**config.mk**
```make
export PLATFORM = sky130hd
export DESIGN_NAME = rvcpu_lsu
export DESIGN_NICKNAME = d
export VERILOG_FILES = /design/src/rtl/rvcpu_lsu_pkg.sv /design/src/rtl/rvcpu_lsu_align.sv /design/src/rtl/rvcpu_lsu.sv
export SDC_FILE = /design/constraint.sdc
export NUM_CORES = 1
export LEC_CHECK = 0
export CORE_MARGIN = 2
export CORE_UTILIZATION = 47
export CTS_CLUSTER_DIAMETER = 150
export DETAILED_ROUTE_END_ITERATION = 8
export PLACE_DENSITY = 0.78
export SYNTH_ARGS = -nofsm -noshare
export SYNTH_HDL_FRONTEND = slang
export SYNTH_SLANG_ARGS = --single-unit
```
**constraint.sdc**
```tcl
create_clock -name clk -period 2.3 [get_ports clk]
set_input_delay 0.46 -clock clk [delete_from_list [all_inputs] [get_ports clk]]
set_output_delay 0.46 -clock clk [all_outputs]
set_load 0.03 [all_outputs]
```
**src/rtl/rvcpu_lsu_pkg.sv**
```systemverilog
// Shared definitions for the rvcpu load/store unit.
//   - RV32 load/store funct3 encodings
//   - LSU state encoding
//   - byte-mask / lane helpers used by the LSU and its aligner
package rvcpu_lsu_pkg;

  // RV32 width/sign encodings carried in funct3
  localparam logic [2:0] F3_B  = 3'b000;
  localparam logic [2:0] F3_H  = 3'b001;
  localparam logic [2:0] F3_W  = 3'b010;
  localparam logic [2:0] F3_BU = 3'b100;
  localparam logic [2:0] F3_HU = 3'b101;

  typedef enum logic [2:0] {
    ST_IDLE    = 3'd0,
    ST_ACC_LO  = 3'd1,
    ST_ACC_HI  = 3'd2,
    ST_COLLECT = 3'd3,
    ST_ERR     = 3'd4
  } lsu_state_e;

  // Access size in bytes (1/2/4); illegal encodings are caught elsewhere.
  function automatic logic [2:0] access_size(input logic [2:0] funct3);
    logic [2:0] sz;
    case (funct3)
      F3_B, F3_BU: sz = 3'd1;
      F3_H, F3_HU: sz = 3'd2;
      default:     sz = 3'd4;
    endcase
    return sz;
  endfunction

  // Two-word byte mask: bits [3:0] are lanes of the addressed word,
  // bits [7:4] the lanes spilling into the next word.
  function automatic logic [7:0] byte_mask2(input logic [2:0] size, input logic [1:0] off);
    logic [7:0] base;
    case (size)
      3'd1:    base = 8'h01;
      3'd2:    base = 8'h03;
      3'd4:    base = 8'h0F;
      default: base = 8'h00;
    endcase
    return base << off;
  endfunction

  // Byte mask within the addressed word only.
  function automatic logic [3:0] byte_mask(input logic [2:0] size, input logic [1:0] off);
    logic [7:0] m;
    m = byte_mask2(size, off);
    return m[3:0];
  endfunction

  // Access crosses into the next word iff off + size > 4.
  function automatic logic crosses(input logic [2:0] size, input logic [1:0] off);
    return ({1'b0, off} + size) > 3'd4;
  endfunction

  // Right-justified store data moved to its byte lanes across two words.
  function automatic logic [63:0] lane_shift(input logic [31:0] w, input logic [1:0] off);
    return {32'h0000_0000, w} << {off, 3'b000};
  endfunction

  // Zero the lanes that are not being written so dmem_d is clean.
  function automatic logic [31:0] lane_keep(input logic [31:0] d, input logic [3:0] be);
    logic [31:0] r;
    for (int b = 0; b < 4; b++) begin
      r[8*b +: 8] = be[b] ? d[8*b +: 8] : 8'h00;
    end
    return r;
  endfunction

endpackage

```
**src/rtl/rvcpu_lsu_align.sv**
```systemverilog
// Load-data aligner (purely combinational).
//   q_pair_i  : {q_hi, q_lo} words read from dmem (q_hi = 0 when not split)
//   off_i     : byte offset of the access within q_lo
//   funct3_i  : RV32 width/sign encoding
//   rdata_o   : selected bytes, sign- or zero-extended to 32 bits
module rvcpu_lsu_align
  import rvcpu_lsu_pkg::*;
(
  input  logic [63:0] q_pair_i,
  input  logic [1:0]  off_i,
  input  logic [2:0]  funct3_i,
  output logic [31:0] rdata_o
);

  logic [31:0] span_s;

  // Bring the first addressed byte down to lane 0; upper bits are discarded.
  assign span_s = 32'(q_pair_i >> {off_i, 3'b000});

  // Width selection and extension
  always_comb begin
    rdata_o = 32'h0000_0000;
    case (funct3_i)
      F3_B:    rdata_o = {{24{span_s[7]}}, span_s[7:0]};
      F3_H:    rdata_o = {{16{span_s[15]}}, span_s[15:0]};
      F3_W:    rdata_o = span_s;
      F3_BU:   rdata_o = {24'h00_0000, span_s[7:0]};
      F3_HU:   rdata_o = {16'h0000, span_s[15:0]};
      default: rdata_o = 32'h0000_0000;
    endcase
  end

endmodule

```
**src/rtl/rvcpu_lsu.sv**
```systemverilog
// rvcpu load/store unit: one request at a time towards a word-addressed,
// byte-enabled dmem with one-cycle registered read.
//   req_*   : request from execute (valid/ready handshake, ready only in IDLE)
//   resp_*  : one-cycle completion pulse with extended load data / error flag
//   dmem_*  : registered dmem strobe, word address, lane data, byte enables;
//             dmem_q_i is valid the cycle after dmem_en_o
// Word-crossing accesses are issued as two consecutive dmem accesses when
// SPLIT_EN=1, otherwise they complete with resp_err_o.
module rvcpu_lsu
  import rvcpu_lsu_pkg::*;
#(
  parameter int DEPTH_WORDS = 4096,
  parameter bit SPLIT_EN    = 1'b1
) (
  input  logic        clk,
  input  logic        rst_n,
  input  logic        req_valid_i,
  output logic        req_ready_o,
  input  logic        req_store_i,
  input  logic [2:0]  req_funct3_i,
  input  logic [31:0] req_addr_i,
  input  logic [31:0] req_wdata_i,
  output logic        resp_valid_o,
  output logic [31:0] resp_rdata_o,
  output logic        resp_err_o,
  output logic        dmem_en_o,
  output logic [31:0] dmem_addr_o,
  output logic [31:0] dmem_d_o,
  output logic [3:0]  dmem_we_o,
  input  logic [31:0] dmem_q_i
);

  localparam logic [31:0] DEPTH_L = 32'(DEPTH_WORDS);

  lsu_state_e  state_q, state_d;

  // Request context latched at acceptance
  logic        store_q, store_d;
  logic [2:0]  funct3_q, funct3_d;
  logic [1:0]  off_q, off_d;
  logic [29:0] word_q, word_d;
  logic        cross_q, cross_d;
  logic [3:0]  be_hi_q, be_hi_d;
  logic [31:0] wd_hi_q, wd_hi_d;
  logic [31:0] q_lo_q, q_lo_d;

  // Registered outputs
  logic        dmem_en_q, dmem_en_d;
  logic [31:0] dmem_addr_q, dmem_addr_d;
  logic [31:0] dmem_d_q, dmem_d_d;
  logic [3:0]  dmem_we_q, dmem_we_d;
  logic        resp_valid_q, resp_valid_d;
  logic [31:0] resp_rdata_q, resp_rdata_d;
  logic        resp_err_q, resp_err_d;

  // Request decode
  logic [1:0]  req_off_s;
  logic [29:0] req_word_s;
  logic [2:0]  req_size_s;
  logic        req_cross_s;
  logic [7:0]  req_mask8_s;
  logic [63:0] req_lanes_s;
  logic [30:0] req_hi_word_s;
  logic        req_f3_ok_s;
  logic        req_range_err_s;
  logic        req_err_s;
  logic [63:0] q_pair_s;
  logic [31:0] align_rdata_s;

  assign req_off_s     = req_addr_i[1:0];
  assign req_word_s    = req_addr_i[31:2];
  assign req_size_s    = access_size(req_funct3_i);
  assign req_cross_s   = crosses(req_size_s, req_off_s);
  assign req_mask8_s   = byte_mask2(req_size_s, req_off_s);
  assign req_lanes_s   = lane_shift(req_wdata_i, req_off_s);
  // One extra bit so a high word past 0x3FFF_FFFF is seen as out of range
  assign req_hi_word_s = {1'b0, req_word_s} + 31'd1;

  // Legal funct3: stores have no unsigned variants
  always_comb begin
    req_f3_ok_s = 1'b0;
    case (req_funct3_i)
      F3_B, F3_H, F3_W: req_f3_ok_s = 1'b1;
      F3_BU, F3_HU:     req_f3_ok_s = ~req_store_i;
      default:          req_f3_ok_s = 1'b0;
    endcase
  end

  assign req_range_err_s = ({2'b00, req_word_s} >= DEPTH_L) ||
                           (req_cross_s && (req_hi_word_s[30] ||
                                            ({1'b0, req_hi_word_s} >= DEPTH_L)));

  assign req_err_s = ~req_f3_ok_s || req_range_err_s || (req_cross_s && !SPLIT_EN);

  assign req_ready_o = (state_q == ST_IDLE) && rst_n;

  // Non-split loads see only one word; q_hi is zero so nothing leaks in
  assign q_pair_s = cross_q ? {dmem_q_i, q_lo_q} : {32'h0000_0000, dmem_q_i};

  rvcpu_lsu_align u_align (
    .q_pair_i (q_pair_s),
    .off_i    (off_q),
    .funct3_i (funct3_q),
    .rdata_o  (align_rdata_s)
  );

  // Next-state and next-output logic
  always_comb begin
    state_d      = state_q;
    store_d      = store_q;
    funct3_d     = funct3_q;
    off_d        = off_q;
    word_d       = word_q;
    cross_d      = cross_q;
    be_hi_d      = be_hi_q;
    wd_hi_d      = wd_hi_q;
    q_lo_d       = q_lo_q;
    dmem_en_d    = 1'b0;
    dmem_addr_d  = 32'h0000_0000;
    dmem_d_d     = 32'h0000_0000;
    dmem_we_d    = 4'h0;
    resp_valid_d = 1'b0;
    resp_rdata_d = 32'h0000_0000;
    resp_err_d   = 1'b0;

    case (state_q)
      ST_IDLE: begin
        if (req_valid_i) begin
          store_d  = req_store_i;
          funct3_d = req_funct3_i;
          off_d    = req_off_s;
          word_d   = req_word_s;
          cross_d  = req_cross_s;
          // High-word store lanes are prepared now; inputs may change later
          be_hi_d  = req_store_i ? req_mask8_s[7:4] : 4'h0;
          wd_hi_d  = req_store_i ? lane_keep(req_lanes_s[63:32], req_mask8_s[7:4])
                                 : 32'h0000_0000;
          if (req_err_s) begin
            state_d = ST_ERR;
          end else begin
            state_d     = ST_ACC_LO;
            dmem_en_d   = 1'b1;
            dmem_addr_d = {2'b00, req_word_s};
            dmem_we_d   = req_store_i ? req_mask8_s[3:0] : 4'h0;
            dmem_d_d    = req_store_i ? lane_keep(req_lanes_s[31:0], req_mask8_s[3:0])
                                      : 32'h0000_0000;
          end
        end else begin
          state_d = ST_IDLE;
        end
      end

      ST_ACC_LO: begin
        if (cross_q) begin
          state_d     = ST_ACC_HI;
          dmem_en_d   = 1'b1;
          dmem_addr_d = {2'b00, word_q} + 32'd1;
          dmem_we_d   = be_hi_q;
          dmem_d_d    = wd_hi_q;
        end else begin
          state_d = ST_COLLECT;
        end
      end

      ST_ACC_HI: begin
        // Low word read data arrives now
        q_lo_d  = dmem_q_i;
        state_d = ST_COLLECT;
      end

      ST_COLLECT: begin
        state_d      = ST_IDLE;
        resp_valid_d = 1'b1;
        resp_rdata_d = store_q ? 32'h0000_0000 : align_rdata_s;
      end

      ST_ERR: begin
        state_d      = ST_IDLE;
        resp_valid_d = 1'b1;
        resp_err_d   = 1'b1;
      end

      default: begin
        state_d = ST_IDLE;
      end
    endcase
  end

  // State, request context and output registers
  always_ff @(posedge clk or negedge rst_n) begin
    if (!rst_n) begin
      state_q      <= ST_IDLE;
      store_q      <= 1'b0;
      funct3_q     <= 3'b000;
      off_q        <= 2'b00;
      word_q       <= 30'h0000_0000;
      cross_q      <= 1'b0;
      be_hi_q      <= 4'h0;
      wd_hi_q      <= 32'h0000_0000;
      q_lo_q       <= 32'h0000_0000;
      dmem_en_q    <= 1'b0;
      dmem_addr_q  <= 32'h0000_0000;
      dmem_d_q     <= 32'h0000_0000;
      dmem_we_q    <= 4'h0;
      resp_valid_q <= 1'b0;
      resp_rdata_q <= 32'h0000_0000;
      resp_err_q   <= 1'b0;
    end else begin
      state_q      <= state_d;
      store_q      <= store_d;
      funct3_q     <= funct3_d;
      off_q        <= off_d;
      word_q       <= word_d;
      cross_q      <= cross_d;
      be_hi_q      <= be_hi_d;
      wd_hi_q      <= wd_hi_d;
      q_lo_q       <= q_lo_d;
      dmem_en_q    <= dmem_en_d;
      dmem_addr_q  <= dmem_addr_d;
      dmem_d_q     <= dmem_d_d;
      dmem_we_q    <= dmem_we_d;
      resp_valid_q <= resp_valid_d;
      resp_rdata_q <= resp_rdata_d;
      resp_err_q   <= resp_err_d;
    end
  end

  assign dmem_en_o    = dmem_en_q;
  assign dmem_addr_o  = dmem_addr_q;
  assign dmem_d_o     = dmem_d_q;
  assign dmem_we_o    = dmem_we_q;
  assign resp_valid_o = resp_valid_q;
  assign resp_rdata_o = resp_rdata_q;
  assign resp_err_o   = resp_err_q;

endmodule

```
==> results <==
- The total I/O pin count is 207.
- VDD sags by at most 0.430 mV.
- The number of global-route vias before repair was 8938.
- Averaged over all synthesized cells, the footprint is 10.1 sq um.
- The final reports fail on negative setup slack.
- Summed over all instances, the cell type with the most area after synthesis is dfrtp_1.
- The ratio of cells with drive above 1 in the final layout is 0.232.
- CTS placed an instance of clkbuf_16 at the clock tree root.
- The worst register-to-register path has a depth of 8.
- The max-slew violation count is 0.
- After detailed routing, no signal wire sits above met4.
- The growth of design area from synthesis to finish is 44.2%.
- Based on the critical path, the design can be clocked at up to 400 MHz.
- Of the total synthesized cell area, the portion taken by full adders, half adders and majority gates is 0.00448.
- Setup repair after global routing could not meet its margin everywhere.
- The cell count after synthesis is 1000.
- The async set-or-reset flop fraction in the synthesized netlist is 1.00.
- Dividing the final minimum period by the clock period gives 1.09.
- The kind of cell adding the most delay to the critical path is simple AND/OR/NAND/NOR gates.
- The required arrival time at the worst endpoint is 2.70 ns.
- Setup slack on the critical path of the routed design comes to -0.202 ns.
- The TritonCTS clock tree is done.
- The area share of xor/xnor cells in the synthesized design is 0.0253.
- The chip height is 150 microns.
- The latest clock arrival within the worst-skew pair is 0.50 ns.
- The count of H-tree levels built during CTS is 1.
- The worst path in the final design needs a cycle of 2.50 ns, including I/O delays and setup.
- In this run, distinct cell masters in the synthesized netlist total 57.
- In the final routed layout, each cell accounts on average for 19.1 microns.
- The weighted congestion reported at the end of routability-driven placement is 0.895.
- Summing all placed instances gives a cell area of 13100 sq um.
- Sorting the synthesized cells by area gives the leading types as dfrtp_1, mux2i_1, nand2_1.
- For this design the ratio of total power to cell area is 784 nW/um^2.
- The number of warnings reported in the yosys synthesis log is 0.
- The antenna cell count is 0.
- Of the synthesized area, sequential elements account for 0.500.
- At the worst endpoint, the arrival time is 2.90 ns.
- The number of search-and-repair iterations in the first detailed-routing pass is 5.
- In the detailed route, the total length drawn on met2 is 14.8 mm.
- The signal on the critical path passes through buf_6 -> nand4_1 -> buf_4 -> nor4_4 -> nand4_1 -> buf_4 -> mux2_4 -> or3_4 -> o21a_4 -> buf_16 -> a2111oi_4.
- After synthesis the cells add up to 10100 sq um.
- For this run, the slowest stage of the critical path takes 0.39 ns.
- The worst hold path begins at req_addr_i[7].
- The reg-to-reg endpoint is dmem_d_o[10].
- The cell with the largest stage delay on the worst path is or3_4.
- The total clock buffers created by CTS is 22.
- Hold is met by 0.250 ns.
- In this run, synthesis inferred 0 flip-flops with an integrated enable.
- Measured along the x axis, the die boundary spans 150 microns.
- The final hold violation count came to 0.
- The origin of the critical flop-to-flop path is state_q[1].
- The type of the setup path with the least slack is in2reg.
- The total area inside the core boundary comes to 21000 sq um.
- The filler cells instantiated in the layout total 1545.
- The effective utilization at floorplan is 0.478.
- The min-delay analysis places its worst path in the category in2reg.
- The worst setup path is launched from an input pin.
- After clock tree synthesis, the clock-pin slew on the worst setup and hold paths is 0.06 ns.
- The final setup skew is 0.0169 ns.
- The fraction of the mapped netlist area in compound gates came to 0.122.
- When the netlist entered floorplanning its net count stood at 1106.
- Summed over all nets, the half-perimeter wirelength after detailed placement is 20.0 mm.
- The via density per instance is 5.66.
- The number of DRC markers after the initial detailed-route iteration is 611.
- The final layout contains 1400 nets.
- For this run, the number of standard cells in the final layout without fillers is 1583.
- The largest net degree at the start of global routing is 165.
- The number of cell rows is 53.
- The cell count after placement is 1515.
- Summing over every cut layer, the via total after detailed routing is 8958.
- The mux share of post-synthesis cell area is 0.145.
- After synthesis, the largest family of logic cells by area is simple AND/OR/NAND/NOR gates.
- After detailed routing, the number of remaining DRC violations is 0.
- The max-capacitance violation count is 0.
- Of the total synthesized cell area, the portion taken by AND, OR, NAND and NOR gates is 0.165.
- Counting every sink on the clock net gives 201.
- STA classifies the critical path endpoint as a flip-flop.
- Of all nets on the critical path, the largest fanout is 5.
- The initial antenna violation count is 0.
- The run finished, with violations left.
- The launching element of the worst setup path is req_addr_i[12].
- Detailed routing placed a total of 1.86 mm of wire on met3.
- The share of synthesized area in the top cell type comes to 0.500.
- The die covers 22600 sq um.
- For flop-to-flop paths, the worst setup slack is 0.14 ns.
- For this run, the leading register cell type out of synthesis is dfrtp_1.
- The headroom to the max-slew limit is 0.409.
- At the pin with the least slew margin, the transition time is 0.887 ns.
- For this block, wires on met1 add up to 12.7 mm.
- The number of I/O port buffers is 205.
- The last element of the critical path is dmem_d_o[30].
- Summing all non-filler instances in the final layout gives an area of 14500 sq um.
- The register bit total from synthesis is 201.
- Setup violations remaining at the end of the flow were counted as 48.
- The leakage power is 6.58 nW.
- The number of routed nets with antenna violations is 0.
- The total power is 11.4 mW.
- In this run the number of cells on the critical path is 11.
- The wire length reported by the detailed router is 30.2 mm.
- The deepest clock path buffer count is 3.
- The global route total overflow is 0.
- Across every metal layer, demand over resource in global routing totals 0.260.
- The global-route wire length before repair is 46.4 mm.
- Together, buffers and inverters on the worst path number 4.
==> per-stage QoR <==
step	util	worst slack [ns]	setup TNS (ns)
5_1_grt	0.689	-0.294	-7.21
3_5_place_dp	0.624	-1.07	-53.27
2_1_floorplan	-	-0.222	-4.27
6_report	0.689	-0.202	-4.09
3_3_place_gp	0.624	-0.963	-49.39
4_1_cts	0.672	-0.106	-0.721
==> flip-flops by register name (all words and copies together) (netlist names), 2 cells and up <==
name	count
be_hi_q	3
dmem_addr_o	31
dmem_d_o	32
dmem_we_o	4
funct3_q	3
off_q	2
q_lo_q	32
resp_rdata_o	32
state_q	3
wd_hi_q	24
word_q	30
==> cells by family after synthesis <==
kind of cell | Yosys count
compound gates | 195
xor+xnor | 29
fa+ha+maj | 3
buf+inv | 83
flops | 201
mux | 130
other cells | 1
simple gates | 358
==> metal layers <==
| metal | up-vias | track usage |
|---|---|---|
| met1 | 4458 | 0.348 |
| met4 | 0 | 0.0896 |
| met5 | - | 0 |
| met2 | 331 | 0.438 |
| li1 | 4108 | - |
| met3 | 61 | 0.0348 |
==> cell usage in the layout, fill, tap and decap left out, types with 9 or more instances in the layout <==
master             n
nor2_1            53
buf_6             18
nand3_1           33
clkdlybuf4s50_1  170
nand2b_1          12
a2111oi_4          9
o21ai_0           57
a22o_1            17
xor2_1            20
nand2_1          177
mux2_2            40
buf_4            107
dfrtp_1          199
dlygate4sd2_1     11
inv_1             20
and2_1            11
o21ai_2           17
o22ai_1           12
nand4_1           12
clkbuf_16         24
a21oi_1           41
mux2i_1           80
==> cells in the mapped netlist (6+ instances only) <==
master and number:
dfrtp_1 201, nand2_1 178, o21ai_0 81, mux2i_1 80
nor2_1 56, a21oi_1 42, clkbuf_1 42, mux2_2 41
nand3_1 34, xor2_1 21, inv_1 20, o22ai_1 19
a22o_1 17, nand2b_1 12, nand4_1 12, and2_1 11
nor3_1 10, a2111oi_2 9, mux4_2 8, xnor2_1 8
and3_1 7, buf_2 7, nor4_1 7, a22oi_1 6
buf_6 6, or3_1 6
==> timing repair <==
action,in CTS,in global routing
setup buffers,11,14
endpoints found under the setup margin,51,59
pin swaps,14,24
gates resized for setup,90,91
hold buffers,1,0
hold endpoints to repair,17,0
cloned,2,3
==> worst min-delay path by stage <==
stage | to | slack [ns] | depth (start not counted)
floorplan | be_hi_q[0] | 0.16 | 0
detailed placement | resp_rdata_o[2] | 0.34 | 1
CTS | dmem_addr_o[5] | 0.26 | 3
global route | dmem_addr_o[5] | 0.24 | 3
finish | dmem_addr_o[5] | 0.25 | 3
global placement | q_lo_q[18] | 0.34 | 1
==> report_power, final <==
| part | internal, mW | leakage, nW | total, mW | switching (mW) |
|---|---|---|---|---|
| Combinational | 1.48 | 3.48 | 3.26 | 1.78 |
| Clock | 2.29 | 0.368 | 3.71 | 1.42 |
| Sequential | 3.97 | 2.73 | 4.39 | 0.422 |
| Total | 7.74 | 6.58 | 11.4 | 3.63 |
==> worst min-delay path: stages <==
cell and delay [ns]:
buf_4 0.10, inv_1 0.05, o22ai_2 0.08
==> area by class of cell <==
type | count | area [sq um] | share of cell area
inverters | 21 | 78.8 | 0.00544
repair buffers | 332 | 3150 | 0.217
flip-flops and latches | 201 | 5030 | 0.347
clock inverters | 6 | 108 | 0.00742
clock buffers | 32 | 649 | 0.0448
well taps | 275 | 344 | 0.0237
multi-input cells | 716 | 5130 | 0.354
(Power assumes the default switching activity.)
==> edit 1: new RTL, same flow settings <==
Set the parameter `SPLIT_EN` to 1'b0 (it was 1'b1).
--- a/src/rtl/rvcpu_lsu.sv
+++ b/src/rtl/rvcpu_lsu.sv
@@ -10,7 +10,7 @@
   import rvcpu_lsu_pkg::*;
 #(
   parameter int DEPTH_WORDS = 4096,
-  parameter bit SPLIT_EN    = 1'b1
+  parameter bit SPLIT_EN    = 1'b0
 ) (
   input  logic        clk,
   input  logic        rst_n,
Behaviour: not the same (a bounded check fails within 4 cycles, from zero or initial values and one cycle with rst_n low).
==> edit 1 against the original RTL <==
Area after synthesis decreased by 2.2%; register-to-register slack gained 30 ps; sequential cell count is the same; worst setup slack gained 220 ps; utilization fell by 2.6 points; routed wire length down 8.5%; global-route usage shrank 1.1 points; total power increased by 23%; final area is 6.7% lower; maximum frequency rose by 9.4%; largest cell class is now sequential cells.
==> edit 1: results (changes against the original RTL) <==
stage,metric,value,unit,change
clocking,h-tree-depth,1,,unchanged
floorplan,rows,52,,-1.9%
cells_and_area,fin_nets,1270,,-9.3%
cells_and_area,fillers,1591,,+3.0%
clocking,clockBufferDepth,3,,unchanged
setup_path,endpoint,dmem_d_o[28],,
setup_path,crit_family,simple AND/OR/NAND/NOR gates,,
synth,synth_fp_nets,1027,,-7.1%
timing,worst_slew_pin_slew,679,ps,-208 ps
setup_path,r2r_cells,5,,-3
synth,netlist_top_cells_count,"dfrtp_1 (201), nand2_1 (176), mux2i_1 (84)",,
setup_path,arrival,2710,ps,-190 ps
setup_path,reg2reg_slack,170,ps,+30 ps
grt,use_met1,35.7,%,+0.88 points
cells_and_area,drive_gt1_share,17.8,%,-5.4 points
outcome,outcome,"complete, no violations",,
grt,antenna_found_initial,0,,unchanged
setup_path,crit_start,req_funct3_i[0],,
detailed_routing,vias,8287,,-7.5%
worst_hold_path,hold_class,in -> async,,
grt,grt_pass1_wl,44.0,mm,-5.3%
detailed_routing,drtIter0Drc,488,,-20%
setup_path,slowest_stage,or4_4,,
grt,track_usage,25.0,%,-1.1 points
grt,grtUsageMet3,4.20,%,+0.72 points
placed_design,place_hpwl,19.1,mm,-4.7%
clocking,cts_made_buffers,23,,+4.5%
timing,clock_skew,9.10,ps,-7.85 ps
grt,grt_pass1_vias,8209,,-8.2%
detailed_routing,totalWireLength,27.6,mm,-8.5%
timing,whs,61.9,ps,-188 ps
synth,synth_seq_area_share,51.1,%,+1.1 points
synth,synth_area_leaders,"dfrtp_1 (51%), mux2i_1 (8.5%), nand2_1 (6.7%), mux2_2 (4.0%), mux4_2 (3.0%)",,
power,ir_worst_vdd,0.467,mV,+8.6%
setup_path,reg2reg_from,word_q[0],,
placed_design,gp_congestion,0.865,,-3.4%
detailed_routing,first_pass_iters,5,,unchanged
grt,grt_start_max_net_pins,97,,-41%
placed_design,placed_cell_area,12600,um2,-3.8%
setup_path,cp_slowest_stage_delay,600,ps,+210 ps
synth,synth_cell_type_count,58,,+1.8%
power,p_leak,5.99,nW,-9.0%
setup_path,timing.rr.end,dmem_addr_o[29],,
edit 1: cell types whose count changed after synthesis, moves of 10 or more:
cell,change
nor2_1,-33
inv_1,-13
o211ai_1,+20
nand3_1,-10
o21ai_0,-32
xor2_1,-13
edit 1: routing by layer:
layer | vias to the layer above | wire length, um
met1 | 4037 | 11800
met5 | - | 0
met3 | 64 | 2120
met2 | 378 | 12900
li1 | 3808 | -
met4 | 0 | 793
edit 1: final cells by class:
cell class,count,share of cell area [%]
clock buffers,26,4.34
clock inverters,15,1.89
inverters,9,0.342
multi-input cells,649,33.8
flip-flops and latches,201,37.2
well taps,270,2.50
repair buffers,280,19.9
edit 1: logic make-up (layout without fill, tap and decap cells):
| kind of cell | after synthesis | count (layout) | synth area share, % |
|---|---|---|---|
| flip-flops | 201 | 201 | 51.1 |
| XOR/XNOR | 14 | 14 | 1.25 |
| AND/OR/NAND/NOR | 307 | 308 | 15.2 |
| other | 1 | 1 | 0.0381 |
| AO/OA/AOI/OAI | 191 | 191 | 13.2 |
| adder cells (fa/ha/maj) | 3 | 3 | 0.458 |
| multiplexers | 132 | 132 | 15.5 |
| buffers and inverters | 72 | 330 | 3.17 |
edit 1: repair_timing:
item	in CTS	in global routing
buffers inserted	1	2
pin swaps	2	6
resized for setup	8	19
setup endpoints to repair	39	25
gates cloned	0	1
hold endpoints to repair	0	0
edit 1: power breakdown:
part,switching (mW),internal (mW),total [mW],leakage [nW]
Clock,1.46,2.62,4.08,0.410
Sequential,0.832,4.37,5.20,2.67
Combinational,2.46,2.24,4.70,2.91
edit 1: through the flow:
step                      setup TNS, ps  instances  setup slack, ps
after floorplan                   -6900        921             -290
after global placement           -31380       1406             -720
after detailed placement         -35510       1406             -809
after CTS                             0       1448             8.90
after global routing              -39.1       1450            -39.1
final                                 0       1450             13.1
==> edit 2: new RTL, same flow settings <==
Without the edit above. Encoding of `lsu_state_e`: now Gray code (3 bits for 5 states).
--- a/src/rtl/rvcpu_lsu_pkg.sv
+++ b/src/rtl/rvcpu_lsu_pkg.sv
@@ -12,11 +12,11 @@
   localparam logic [2:0] F3_HU = 3'b101;
 
   typedef enum logic [2:0] {
-    ST_IDLE    = 3'd0,
-    ST_ACC_LO  = 3'd1,
-    ST_ACC_HI  = 3'd2,
-    ST_COLLECT = 3'd3,
-    ST_ERR     = 3'd4
+    ST_IDLE    = 3'b000,
+    ST_ACC_LO  = 3'b001,
+    ST_ACC_HI  = 3'b011,
+    ST_COLLECT = 3'b010,
+    ST_ERR     = 3'b110
   } lsu_state_e;
 
   // Access size in bytes (1/2/4); illegal encodings are caught elsewhere.
Behaviour: no difference found for any inputs over 4 cycles, from zero or initial values and one cycle with rst_n low; so few cycles prove little.
==> edit 2 against the original RTL <==
Global-route usage is 2.0 points lower; area after synthesis is 5.2% lower; final area is 11% lower; routed wire length is 15% lower; combinational power is 39% lower; worst setup slack better by 320 ps; sequential cell count stayed put; final cell count is 11% lower; total power is 16% lower; highest routed layer unchanged.
==> edit 2: results (changes against the original RTL) <==
stage,metric,value,unit,change
outcome,outcome,"complete, no violations",,
timing,clock_skew,24.4,ps,+7.48 ps
synth,netlist_top_cells_count,"dfrtp_1 (201), nand2_1 (154), nor2_1 (73)",,
synth,synth_cell_type_count,49,,-14%
clocking,h-tree-depth,1,,unchanged
placed_design,dp_slack,-631,ps,+437 ps
worst_hold_path,hold_class,in -> async,,
synth,synth-compound-area-share,13.0,%,+0.77 points
setup_path,reg2reg_from,funct3_q[0],,
clocking,path_clk_slew,60,ps,about the same
synth,synthMuxAreaShare,14.4,%,-0.13 points
synth,synth_fp_nets,996,,-9.9%
power,p_int,6.82,mW,-12%
grt,antenna_found_initial,0,,unchanged
setup_path,timing.rr.end,resp_rdata_o[25],,
synth,synth_seq_area_share,52.8,%,+2.8 points
placed_design,gp_congestion,0.875,,-2.3%
placed_design,io_buffer_count,205,,unchanged
grt,grt_pass1_wl,40.8,mm,-12%
clocking,clock_latency,520,ps,+20 ps
cells_and_area,fin_nets,1224,,-13%
setup_path,reg2reg_slack,320,ps,+180 ps
setup_path,cp_max_fo,9,,+4
synth,synthXorXnorAreaFrac,2.67,%,+0.14 points
placed_design,place_hpwl,18.0,mm,-10%
synth,synth_area_leaders,"dfrtp_1 (53%), mux2_2 (7.3%), nand2_1 (6.1%), mux2i_1 (5.1%), a22o_1 (4.6%)",,
power,ir_worst_vdd,0.438,mV,+1.8%
cells_and_area,drive_gt1_share,17.1,%,-6.1 points
timing,fin_crit,2180,ps,-319 ps
setup_path,r2r_cells,5,,-3
timing,worst_slew_pin_slew,903,ps,+16.1 ps
detailed_routing,wl_per_cell,18.4,um,-3.7%
detailed_routing,vias,7736,,-14%
detailed_routing,drtIter0Drc,533,,-13%
grt,track_usage,24.0,%,-2.0 points
clocking,clockBufferDepth,3,,unchanged
synth,synthAdderAreaFrac,0.473,%,+0.025 points
grt,grt_start_max_net_pins,128,,-22%
power,p_leak,5.78,nW,-12%
setup_path,arrival,2620,ps,-280 ps
grt,grt_pass1_vias,7644,,-14%
-- edit 2: per-stage QoR --
stage               hold slack (ps)  area [um2]  power (mW)  std cells
floorplan                       164        9580        5.29        890
global placement                455       12200        6.02       1364
detailed placement              463       12200        6.07       1364
CTS                             125       12900        9.61       1404
global route                    151       13000        9.96       1404
finish                         48.1       13000        9.57       1404
-- edit 2: worst max-delay path, cell delays in order --
cell and delay [ps]:
clkdlybuf4s50_1 430, nor4_1 420, and4_1 240, nand3_1 160, or4_4 710, a211oi_2 190
-- edit 2: final cells by class --
class / count / area (um2)
fill: 1612 / 7080
sequential: 201 / 5030
multi-input combinational: 629 / 4290
timing repair buffer: 258 / 2530
clock buffer: 31 / 654
tap: 270 / 338
clock inverter: 9 / 87.6
inverter: 6 / 22.5
-- edit 2: worst max-delay path by stage --
stage	cells past startpoint	startpoint	endpoint
after floorplan	10	req_funct3_i[1]	dmem_d_o[24]
after global placement	9	req_funct3_i[1]	dmem_d_o[26]
after detailed placement	10	req_funct3_i[1]	dmem_d_o[12]
after CTS	8	req_addr_i[1]	dmem_d_o[12]
after global routing	8	req_addr_i[22]	dmem_d_o[12]
final	6	req_addr_i[18]	dmem_d_o[26]
-- edit 2: cell families after synthesis --
| family | Yosys count |
|---|---|
| DFF | 201 |
| other | 1 |
| and+or+nand+nor | 301 |
| muxes | 119 |
| buffers and inverters | 60 |
| xor gates and xnor gates | 29 |
| AOI/OAI and AO/OA | 176 |
| adders and majority gates | 3 |
-- edit 2: repair_timing --
action	CTS	global route
pin swaps	0	0
gates resized for setup	3	4
setup endpoints to repair	24	29
buffers inserted	0	0
-- edit 2: routing by layer --
metal	share of wire [%]	vias to the layer above	global-route usage, %
met1	44	3759	33.9
met4	2.0	0	6.26
met3	7.5	41	4.25
met5	0	-	0
li1	-	3613	-
met2	47	323	38.8
-- edit 2: power by group through the flow --
stage	Sequential [mW]	Clock, mW	Combinational (mW)
floorplan	4.13	0	1.15
global placement	4.08	0	1.94
detailed placement	4.09	0	1.98
CTS	4.03	3.59	1.99
global route	4.08	3.73	2.16
finish	4.04	3.54	1.99
